$ cat config.mk
export PLATFORM = sky130hd
export DESIGN_NAME = tl_ul_arbiter_2to1
export DESIGN_NICKNAME = d
export VERILOG_FILES = /design/src/rtl/tl_ul_arbiter_2to1.sv
export SDC_FILE = /design/constraint.sdc
export NUM_CORES = 1
export LEC_CHECK = 0
export BUFFER_PORTS_ARGS = -buffer_cell sky130_fd_sc_hd__buf_2
export CORE_AREA = 2 2 153 155
export CTS_CLUSTER_DIAMETER = 150
export DETAILED_ROUTE_END_ITERATION = 7
export DIE_AREA = 0 0 155 157
export PLACE_DENSITY = 0.4
export SLEW_MARGIN = 20
export SYNTH_ARGS = -nofsm -noshare
export SYNTH_HDL_FRONTEND = slang
export SYNTH_SLANG_ARGS = --single-unit
$ cat constraint.sdc
create_clock -name clock -period 4.13 [get_ports clock]
set_input_delay 0.826 -clock clock [delete_from_list [all_inputs] [get_ports clock]]
set_output_delay 0.826 -clock clock [all_outputs]
set_load 0.05 [all_outputs]
$ cat src/rtl/tl_ul_arbiter_2to1.sv
// Two-master to one-slave TileLink-UL arbiter: round-robin A channel with burst locking,
// D channel routed by the prepended source MSB. Define TLARB_FIXED_PRIO_EN for fixed priority (master 0).
module tl_ul_arbiter_2to1 #(
    parameter int SOURCE_W = 3,
    parameter int SIZE_W   = 3,
    parameter int ADDR_W   = 32,
    parameter int DATA_W   = 32
) (
    input  logic                  clock,
    input  logic                  reset_n,

    input  logic                  m0_a_valid,
    output logic                  m0_a_ready,
    input  logic [2:0]            m0_a_opcode,
    input  logic [2:0]            m0_a_param,
    input  logic [SIZE_W-1:0]     m0_a_size,
    input  logic [SOURCE_W-1:0]   m0_a_source,
    input  logic [ADDR_W-1:0]     m0_a_address,
    input  logic [DATA_W/8-1:0]   m0_a_mask,
    input  logic [DATA_W-1:0]     m0_a_data,
    input  logic                  m0_a_corrupt,
    output logic                  m0_d_valid,
    input  logic                  m0_d_ready,
    output logic [2:0]            m0_d_opcode,
    output logic [1:0]            m0_d_param,
    output logic [SIZE_W-1:0]     m0_d_size,
    output logic [SOURCE_W-1:0]   m0_d_source,
    output logic [DATA_W-1:0]     m0_d_data,
    output logic                  m0_d_denied,
    output logic                  m0_d_corrupt,

    input  logic                  m1_a_valid,
    output logic                  m1_a_ready,
    input  logic [2:0]            m1_a_opcode,
    input  logic [2:0]            m1_a_param,
    input  logic [SIZE_W-1:0]     m1_a_size,
    input  logic [SOURCE_W-1:0]   m1_a_source,
    input  logic [ADDR_W-1:0]     m1_a_address,
    input  logic [DATA_W/8-1:0]   m1_a_mask,
    input  logic [DATA_W-1:0]     m1_a_data,
    input  logic                  m1_a_corrupt,
    output logic                  m1_d_valid,
    input  logic                  m1_d_ready,
    output logic [2:0]            m1_d_opcode,
    output logic [1:0]            m1_d_param,
    output logic [SIZE_W-1:0]     m1_d_size,
    output logic [SOURCE_W-1:0]   m1_d_source,
    output logic [DATA_W-1:0]     m1_d_data,
    output logic                  m1_d_denied,
    output logic                  m1_d_corrupt,

    output logic                  s_a_valid,
    input  logic                  s_a_ready,
    output logic [2:0]            s_a_opcode,
    output logic [2:0]            s_a_param,
    output logic [SIZE_W-1:0]     s_a_size,
    output logic [SOURCE_W:0]     s_a_source,
    output logic [ADDR_W-1:0]     s_a_address,
    output logic [DATA_W/8-1:0]   s_a_mask,
    output logic [DATA_W-1:0]     s_a_data,
    output logic                  s_a_corrupt,
    input  logic                  s_d_valid,
    output logic                  s_d_ready,
    input  logic [2:0]            s_d_opcode,
    input  logic [1:0]            s_d_param,
    input  logic [SIZE_W-1:0]     s_d_size,
    input  logic [SOURCE_W:0]     s_d_source,
    input  logic [DATA_W-1:0]     s_d_data,
    input  logic                  s_d_denied,
    input  logic                  s_d_corrupt,

    output logic                  dbg_a_state,
    output logic                  dbg_msg_done
);

    localparam int LANE_LOG2 = $clog2(DATA_W / 8);
    localparam int CNT_W     = 2 ** SIZE_W;
    localparam logic [2:0] OP_PUT_FULL    = 3'd0;
    localparam logic [2:0] OP_PUT_PARTIAL = 3'd1;
    localparam logic [2:0] OP_GET         = 3'd4;

    typedef enum logic {
        A_IDLE  = 1'b0,
        A_BURST = 1'b1
    } a_state_e;

    a_state_e         state_q, state_d;
    logic             grant_q, grant_d;
    logic             stall_q, stall_d;
    logic [CNT_W-1:0] remaining_q, remaining_d;
`ifndef TLARB_FIXED_PRIO_EN
    logic             rr_ptr_q, rr_ptr_d;
`endif

    logic                pick, grant, sel_valid, fire, msg_done, is_put;
    logic [2:0]          sel_opcode, sel_param;
    logic [SIZE_W-1:0]   sel_size, shamt;
    logic [SOURCE_W-1:0] sel_source;
    logic [ADDR_W-1:0]   sel_address;
    logic [DATA_W/8-1:0] sel_mask;
    logic [DATA_W-1:0]   sel_data;
    logic                sel_corrupt;
    logic [CNT_W-1:0]    beats;
    logic                d_sel;

    // Grant is frozen during a burst and while a presented beat is stalled, so a
    // waiting request is never swapped for the other master's.
    always_comb begin
`ifdef TLARB_FIXED_PRIO_EN
        pick = !m0_a_valid && m1_a_valid;
`else
        pick = (m0_a_valid && m1_a_valid) ? rr_ptr_q : m1_a_valid;
`endif
        grant = (state_q == A_BURST || stall_q) ? grant_q : pick;
    end

    always_comb begin
        sel_valid   = grant ? m1_a_valid   : m0_a_valid;
        sel_opcode  = grant ? m1_a_opcode  : m0_a_opcode;
        sel_param   = grant ? m1_a_param   : m0_a_param;
        sel_size    = grant ? m1_a_size    : m0_a_size;
        sel_source  = grant ? m1_a_source  : m0_a_source;
        sel_address = grant ? m1_a_address : m0_a_address;
        sel_mask    = grant ? m1_a_mask    : m0_a_mask;
        sel_data    = grant ? m1_a_data    : m0_a_data;
        sel_corrupt = grant ? m1_a_corrupt : m0_a_corrupt;
    end

    // Puts span 2^size bytes over DATA_W/8-byte beats; anything else is one beat.
    always_comb begin
        is_put = (sel_opcode == OP_PUT_FULL) || (sel_opcode == OP_PUT_PARTIAL);
        shamt  = '0;
        if (sel_size > SIZE_W'(LANE_LOG2)) begin
            shamt = sel_size - SIZE_W'(LANE_LOG2);
        end
        beats = is_put ? (CNT_W'(1) << shamt) : CNT_W'(1);
    end

    assign fire = reset_n && sel_valid && s_a_ready;

    always_comb begin
        state_d     = state_q;
        grant_d     = grant;
        stall_d     = reset_n && sel_valid && !s_a_ready;
        remaining_d = remaining_q;
        msg_done    = 1'b0;
        case (state_q)
            A_IDLE: begin
                if (fire) begin
                    if (beats > CNT_W'(1)) begin
                        state_d     = A_BURST;
                        remaining_d = beats - CNT_W'(1);
                    end else begin
                        msg_done = 1'b1;
                    end
                end
            end
            A_BURST: begin
                if (fire) begin
                    remaining_d = remaining_q - CNT_W'(1);
                    if (remaining_q == CNT_W'(1)) begin
                        state_d  = A_IDLE;
                        msg_done = 1'b1;
                    end
                end
            end
            default: state_d = A_IDLE;
        endcase
`ifndef TLARB_FIXED_PRIO_EN
        rr_ptr_d = msg_done ? ~grant : rr_ptr_q;
`endif
    end

    always_ff @(posedge clock or negedge reset_n) begin
        if (!reset_n) begin
            state_q     <= A_IDLE;
            grant_q     <= 1'b0;
            stall_q     <= 1'b0;
            remaining_q <= '0;
`ifndef TLARB_FIXED_PRIO_EN
            rr_ptr_q    <= 1'b0;
`endif
        end else begin
            state_q     <= state_d;
            grant_q     <= grant_d;
            stall_q     <= stall_d;
            remaining_q <= remaining_d;
`ifndef TLARB_FIXED_PRIO_EN
            rr_ptr_q    <= rr_ptr_d;
`endif
        end
    end

    // Every output is held at zero while reset is asserted.
    always_comb begin
        s_a_valid   = 1'b0;
        m0_a_ready  = 1'b0;
        m1_a_ready  = 1'b0;
        s_a_opcode  = '0;
        s_a_param   = '0;
        s_a_size    = '0;
        s_a_source  = '0;
        s_a_address = '0;
        s_a_mask    = '0;
        s_a_data    = '0;
        s_a_corrupt = 1'b0;
        if (reset_n) begin
            s_a_valid   = sel_valid;
            m0_a_ready  = !grant && s_a_ready;
            m1_a_ready  = grant && s_a_ready;
            s_a_opcode  = sel_opcode;
            s_a_param   = sel_param;
            s_a_size    = sel_size;
            s_a_source  = {grant, sel_source};
            s_a_address = sel_address;
            s_a_mask    = sel_mask;
            s_a_data    = sel_data;
            s_a_corrupt = sel_corrupt;
        end
    end

    assign d_sel = s_d_source[SOURCE_W];

    always_comb begin
        m0_d_valid   = 1'b0;
        m1_d_valid   = 1'b0;
        s_d_ready    = 1'b0;
        m0_d_opcode  = '0;
        m0_d_param   = '0;
        m0_d_size    = '0;
        m0_d_source  = '0;
        m0_d_data    = '0;
        m0_d_denied  = 1'b0;
        m0_d_corrupt = 1'b0;
        m1_d_opcode  = '0;
        m1_d_param   = '0;
        m1_d_size    = '0;
        m1_d_source  = '0;
        m1_d_data    = '0;
        m1_d_denied  = 1'b0;
        m1_d_corrupt = 1'b0;
        if (reset_n) begin
            m0_d_valid   = s_d_valid && !d_sel;
            m1_d_valid   = s_d_valid && d_sel;
            s_d_ready    = d_sel ? m1_d_ready : m0_d_ready;
            m0_d_opcode  = s_d_opcode;
            m0_d_param   = s_d_param;
            m0_d_size    = s_d_size;
            m0_d_source  = s_d_source[SOURCE_W-1:0];
            m0_d_data    = s_d_data;
            m0_d_denied  = s_d_denied;
            m0_d_corrupt = s_d_corrupt;
            m1_d_opcode  = s_d_opcode;
            m1_d_param   = s_d_param;
            m1_d_size    = s_d_size;
            m1_d_source  = s_d_source[SOURCE_W-1:0];
            m1_d_data    = s_d_data;
            m1_d_denied  = s_d_denied;
            m1_d_corrupt = s_d_corrupt;
        end
    end

    assign dbg_a_state  = state_q;
    assign dbg_msg_done = msg_done;

`ifndef SYNTHESIS
    a_hold_stable: assert property (@(posedge clock) disable iff (!reset_n)
        (s_a_valid && !s_a_ready) |=> (s_a_valid && $stable({s_a_opcode, s_a_param, s_a_size,
            s_a_source, s_a_address, s_a_mask, s_a_data, s_a_corrupt})));
    no_get_burst: assert property (@(posedge clock) disable iff (!reset_n)
        (state_q == A_IDLE && state_d == A_BURST) |-> (s_a_opcode != OP_GET));
`endif

endmodule

; ---- Word-level counts from Yosys, hierarchy flattened
; Cells that the tools add are included.
; Widths: inputs -> output; s select.
[word_totals]
inputBits = 216
register_bits = 12
word_cells = 82
out_inout_bits = 180
[op_classes]
magnitude_cmp = 2
reduce_logical = 15
shift = 1
muxes = 49
eq_ne = 5
addsub = 3
bitwise_logic = 2
[ops]
columns = op, count
row1 = $mux 32, 5
row2 = $mux 3, 11
row3 = $mux 8, 4
row4 = $mux 1, 22
row5 = $pmux 8 s2, 1
row6 = $sub 8x1->8 const B, 2
row7 = $mux 4, 3
row8 = $eq 8x1->1 const B, 1
row9 = $gt 8x1->1 const B, 1
row10 = $logic_and 1x1->1, 8
row11 = $shl 1x3->8 const A, 1
row12 = $ne 2x2->1 const B, 2
row13 = $pmux 1 s2, 2
row14 = $eq 3x1->1 const B, 1
row15 = $gt 3x2->1 const B, 1
row16 = $logic_not 1->1, 3
row17 = $logic_not 3->1, 1
row18 = $reduce_and 3->1, 1
row19 = $sub 3x2->3 const B, 1
row20 = $logic_or 1x1->1, 2
row21 = $mux 2, 1
row22 = $ne 2x1->1 const B, 1
row23 = $not 1->1, 2

; ---- Depth between registers and ports, before layout
[logic_depth]
word_depth = 12
mapped_depth = 12
depth_no_buf = 11

; ---- Least setup slack after synthesis
; Ideal clock, no wire load.
[synth_path]
kind = reg2out
startpoint = reg state_q (netlist: dbg_a_state)
endpoint = out dbg_msg_done
t_arrival_ns = 3.328
stages_incl_launch_ff = 12
path_buffers = 2
required_time_ns = 3.304
slack_ns = -0.024
path_cell_list = dfrtp_1 -> buf_2 -> o21a_1 -> a31oi_4 -> clkbuf_1 -> nor4_1 -> a41oi_1 -> ha_1 -> nor2_1 -> nor3_1 -> mux2i_1 -> a21oi_1
[synth_between]
elab_chain_cells = 11
word_cells_on_any_way = 21
classes_between = add/sub (1) / order compare (2) / eq/ne (1) / shift (1) / mux (10) / bitwise (1) / reduce/logical (5)
[synth_rtl]
columns = element, line_no
row1 = "start, declared", 87  ; a_state_e state_q, state_d;
row2 = "start signal, assigned", 184  ; state_q <= state_d;
row3 = $logic_or 1x1->1, 114  ; grant = (state_q == A_BURST || stall_q) ? grant_q : pick;
row4 = $mux 1, 114
row5 = $mux 3, 121  ; sel_size = grant ? m1_a_size : m0_a_size;
row6 = $sub 3x2->3 / $gt 3x2->1 (equally long branches), "134, 133"
row7 = $mux 3, 133  ; if (sel_size > SIZE_W'(LANE_LOG2)) begin
row8 = $shl 1x3->8, 136  ; beats = is_put ? (CNT_W'(1) << shamt) : CNT_W'(1);
row9 = $mux 8, 136
row10 = $gt 8x1->1, 150  ; if (beats > CNT_W'(1)) begin
row11 = $mux 1, 150
row12 = $mux 1, 149  ; if (fire) begin
row13 = $pmux 1 s2 (*), 147  ; case (state_q)
row14 = "end, declared", 73  ; output logic dbg_msg_done
; Every way passes the cells marked *; elsewhere a longest branch is shown, timed or not.

; ---- Worst setup path in the final report
[layout_path]
startpoint = in m0_a_valid
endpoint = out dbg_msg_done
[layout_between]
elab_chain_cells = 12
word_cells_on_any_way = 21
classes_between = add/sub (1) / order compare (2) / eq/ne (1) / shift (1) / mux (11) / reduce/logical (5)
[layout_rtl]
columns = element, line_no
row1 = "start, declared", 12  ; input logic m0_a_valid,
row2 = $logic_and 1x1->1, 112  ; pick = (m0_a_valid && m1_a_valid) ? rr_ptr_q : m1_a_valid;
row3 = $mux 1, 112
row4 = $mux 1, 114
row5 = $mux 3, 121
row6 = $sub 3x2->3 / $gt 3x2->1 (equally long branches), "134, 133"
row7 = $mux 3, 133
row8 = $shl 1x3->8, 136
row9 = $mux 8, 136
row10 = $gt 8x1->1, 150
row11 = $mux 1, 150
row12 = $mux 1, 149
row13 = $pmux 1 s2 (*), 147
; Marks and branches as above.

==> impl_metrics.json <==
{
  "outcome": "finished, final reports clean",
  "reg2reg_slack_ns": 1.11,
  "period_needed_ns": 3.81,
  "synth-edff-count": 0,
  "cts_tree": "built",
  "nets": 1032,
  "fin_crit_sh": 0.923,
  "rows": 55,
  "core_region_area_mm2": 0.0225,
  "cpPeakStageDelay_ns": 0.32,
  "dp_hpwl_um": 12500,
  "gr-usage-all-layers": 0.116,
  "avgSynthCellArea_um2": 6.21,
  "start_util": 0.135,
  "hold_class": "flip-flop to flip-flop",
  "drc": 0,
  "rsz0062_at_grt": "no",
  "place_area_mm2": 0.00497,
  "crit_path_start_kind": "primary input",
  "synthMuxAreaShare": 0.0434,
  "grt_pass1_wl_um": 22800,
  "slowest_stage": "a31oi_4",
  "power_density_mw_per_mm2": 544,
  "critPathMaxFanout": 5,
  "clkLatencyLatePin_ns": 0.24,
  "htree_levels": 1,
  "reg2regPathDepth": 11,
  "synth-compound-area-share": 0.279,
  "synth-xor-area-share": 0.00578,
  "via_per_inst": 4.01,
  "wire_per_inst_um": 14.3,
  "wl_um": 15700,
  "crit_path_end_kind": "output port",
  "synth_simple_gate_area_frac": 0.393,
  "ys.flop_type": "dfrtp_1",
  "yosysSeqAreaShare": 0.0991,
  "crit_family": "compound AO/OA/AOI/OAI gates",
  "min_path_cells": 1,
  "root_buffer": "clkbuf_16",
  "slew_headroom": 0.461,
  "yosysWarnings": 0,
  "dieArea_mm2": 0.0243,
  "synth.area.top_cells": "nand2_1 21%, a21boi_0 20%, buf_4 11%, dfrtp_1 9.9%, and2_1 9.5%",
  "drt_iter0_markers": 150,
  "syn2layout_area_growth_pct": 66.4,
  "portBuffers": 395,
  "crit_type": "primary input to output port",
  "grt_max_degree": 145,
  "worstHoldEndpoint": "rr_ptr_q$_DFFE_PN0P_",
  "slew_viol_final": 0,
  "holdBufCountCts": 0,
  "synth.top_cell.area_share": 0.209,
  "postCtsResizedCells": 0,
  "fin_setup_tns_ns": 0,
  "cts_sinks": 12,
  "ys_seq_elements": 12,
  "fin_ws_ns": 0.318,
  "netlist_area_mm2": 0.00303,
  "antenna_found_initial": 2,
  "final_cells": 1096,
  "max_cap_viol_count": 0,
  "hold_viol_final": 0,
  "vias": 4394,
  "synthAdderAreaFrac": 0.0165,
  "rr_startpoint": "dbg_a_state$_DFF_PN0_",
  "crit_path_frequent_cell": "buf_2",
  "synth_nets": 708,
  "cellLeakagePower_nw": 2.84,
  "netlist_top_cells_count": "169 x nand2_1, 81 x a21boi_0, 46 x and2_1, 45 x buf_4, 31 x clkbuf_1",
  "fin_worst_skew_ns": 0.00229,
  "yosysTopAreaCell": "nand2_1",
  "fmax_ghz": 0.262,
  "dp.cells": 1092,
  "dr.pass1.iters": 4,
  "crit_chain": "buf_2 > nand2b_1 > a31oi_4 > nor4_1 > a41oi_1 > ha_1 > nor2_1 > nor3_1 > mux2i_1 > a21oi_2 > buf_2",
  "grt_overflow": 0,
  "synthCells": 488,
  "numCtsBuffers": 3,
  "total_power_mw": 2.74,
  "ir_drop_mv": 0.281,
  "io_pins": 396,
  "r2r-end": "remaining_q[5]$_DFFE_PN0P_",
  "post_cts_buffers": 0,
  "gp_congestion": 0.754,
  "hold_start": "rr_ptr_q$_DFFE_PN0P_",
  "die_x_um": 155,
  "place_ws_ns": 0.325,
  "finalSetupViolCount": 0,
  "ant_nets": 0,
  "grt_pass1_vias": 4286,
  "cp_num_buf_inv": 2,
  "yosysUniqueCellTypes": 46,
  "path_clk_slew_ns": 0.04,
  "fp.dieH_um": 157,
  "async_flop_share": 1.00,
  "cp.arrival_ns": 2.99,
  "critPathRequiredTime_ns": 3.30,
  "postLayoutCellArea_mm2": 0.00504,
  "clock_path_buffers": 2,
  "tightest_slew_ns": 0.799,
  "synth_top_family_by_area": "simple AND/OR/NAND/NOR gates",
  "drive_above_1_share": 0.512,
  "synth.most_common_cell": "nand2_1"
}
-- how the worst max path moves through the flow --
stage	startpoint	end	slack (ns)	depth (start not counted)
6_report	m0_a_valid	dbg_msg_done	0.32	11
5_1_grt	m0_a_valid	dbg_msg_done	0.15	11
4_1_cts	m0_a_valid	dbg_msg_done	0.31	11
3_5_place_dp	m0_a_valid	dbg_msg_done	0.32	11
3_3_place_gp	m0_a_valid	dbg_msg_done	0.38	11
2_1_floorplan	dbg_a_state$_DFF_PN0_	s_a_address[0]	0.18	8
-- cells by family after synthesis --
kind of cell	after synthesis
compound gates	113
xor+xnor	2
fa+ha+maj	4
buf+inv	86
flops	12
mux	12
simple gates	259
-- final cells by class --
class                      instances  area (um2)
fill                            2624       17500
sequential                        12         300
inverter                           6        25.0
antenna                            1        2.50
multi-input combinational        390        2240
clock buffer                       3        75.1
timing repair buffer             399        2050
tap                              285         357
-- stage by stage --
stage,utilization,hold slack [ns]
5_1_grt,0.224,0.554
4_1_cts,0.224,0.530
2_1_floorplan,-,0.472
3_5_place_dp,0.221,0.524
6_report,0.224,0.524
3_3_place_gp,0.221,0.517
-- where the power goes --
part | leakage [nW] | internal (mW) | switching [mW]
clock network | 0.0370 | 0.126 | 0.0488
logic | 2.66 | 0.603 | 1.75
registers | 0.144 | 0.163 | 0.0507
-- state kept, by name (all words and copies together), names as in the netlist --
name / count
stall_q: 1
remaining_q: 8
dbg_a_state: 1
grant_q: 1
rr_ptr_q: 1
-- placed cells by master (no fill, tap or decap), types with 2 or more instances in the layout --
cell         n
nand3_1      3
buf_4        2
and2_1      46
mux2_2       5
o21ai_0      6
ha_1         4
nor3_1      12
or4_1        3
or3_1        3
buf_12       3
a211oi_1     3
xor2_1       2
o31ai_1      4
dfrtp_1     12
or3b_2       2
buf_2      394
a21boi_0    81
mux2i_1      6
inv_1        5
nor3b_1      4
a21oi_1      6
nor2_1       5
clkbuf_16    3
nor2b_1      2
nand3b_1     2
nand2b_1     3
nand2_1    169
-- per-layer routing --
| layer | global-route usage | wire length [um] | vias up |
|---|---|---|---|
| li1 | - | - | 2231 |
| met1 | 0.145 | 6550 | 1980 |
| met2 | 0.219 | 8190 | 171 |
| met3 | 0.0135 | 728 | 12 |
| met4 | 0.0154 | 190 | 0 |
| met5 | 0 | 0 | - |
No activity file was read; power rests on OpenSTA's default activity.
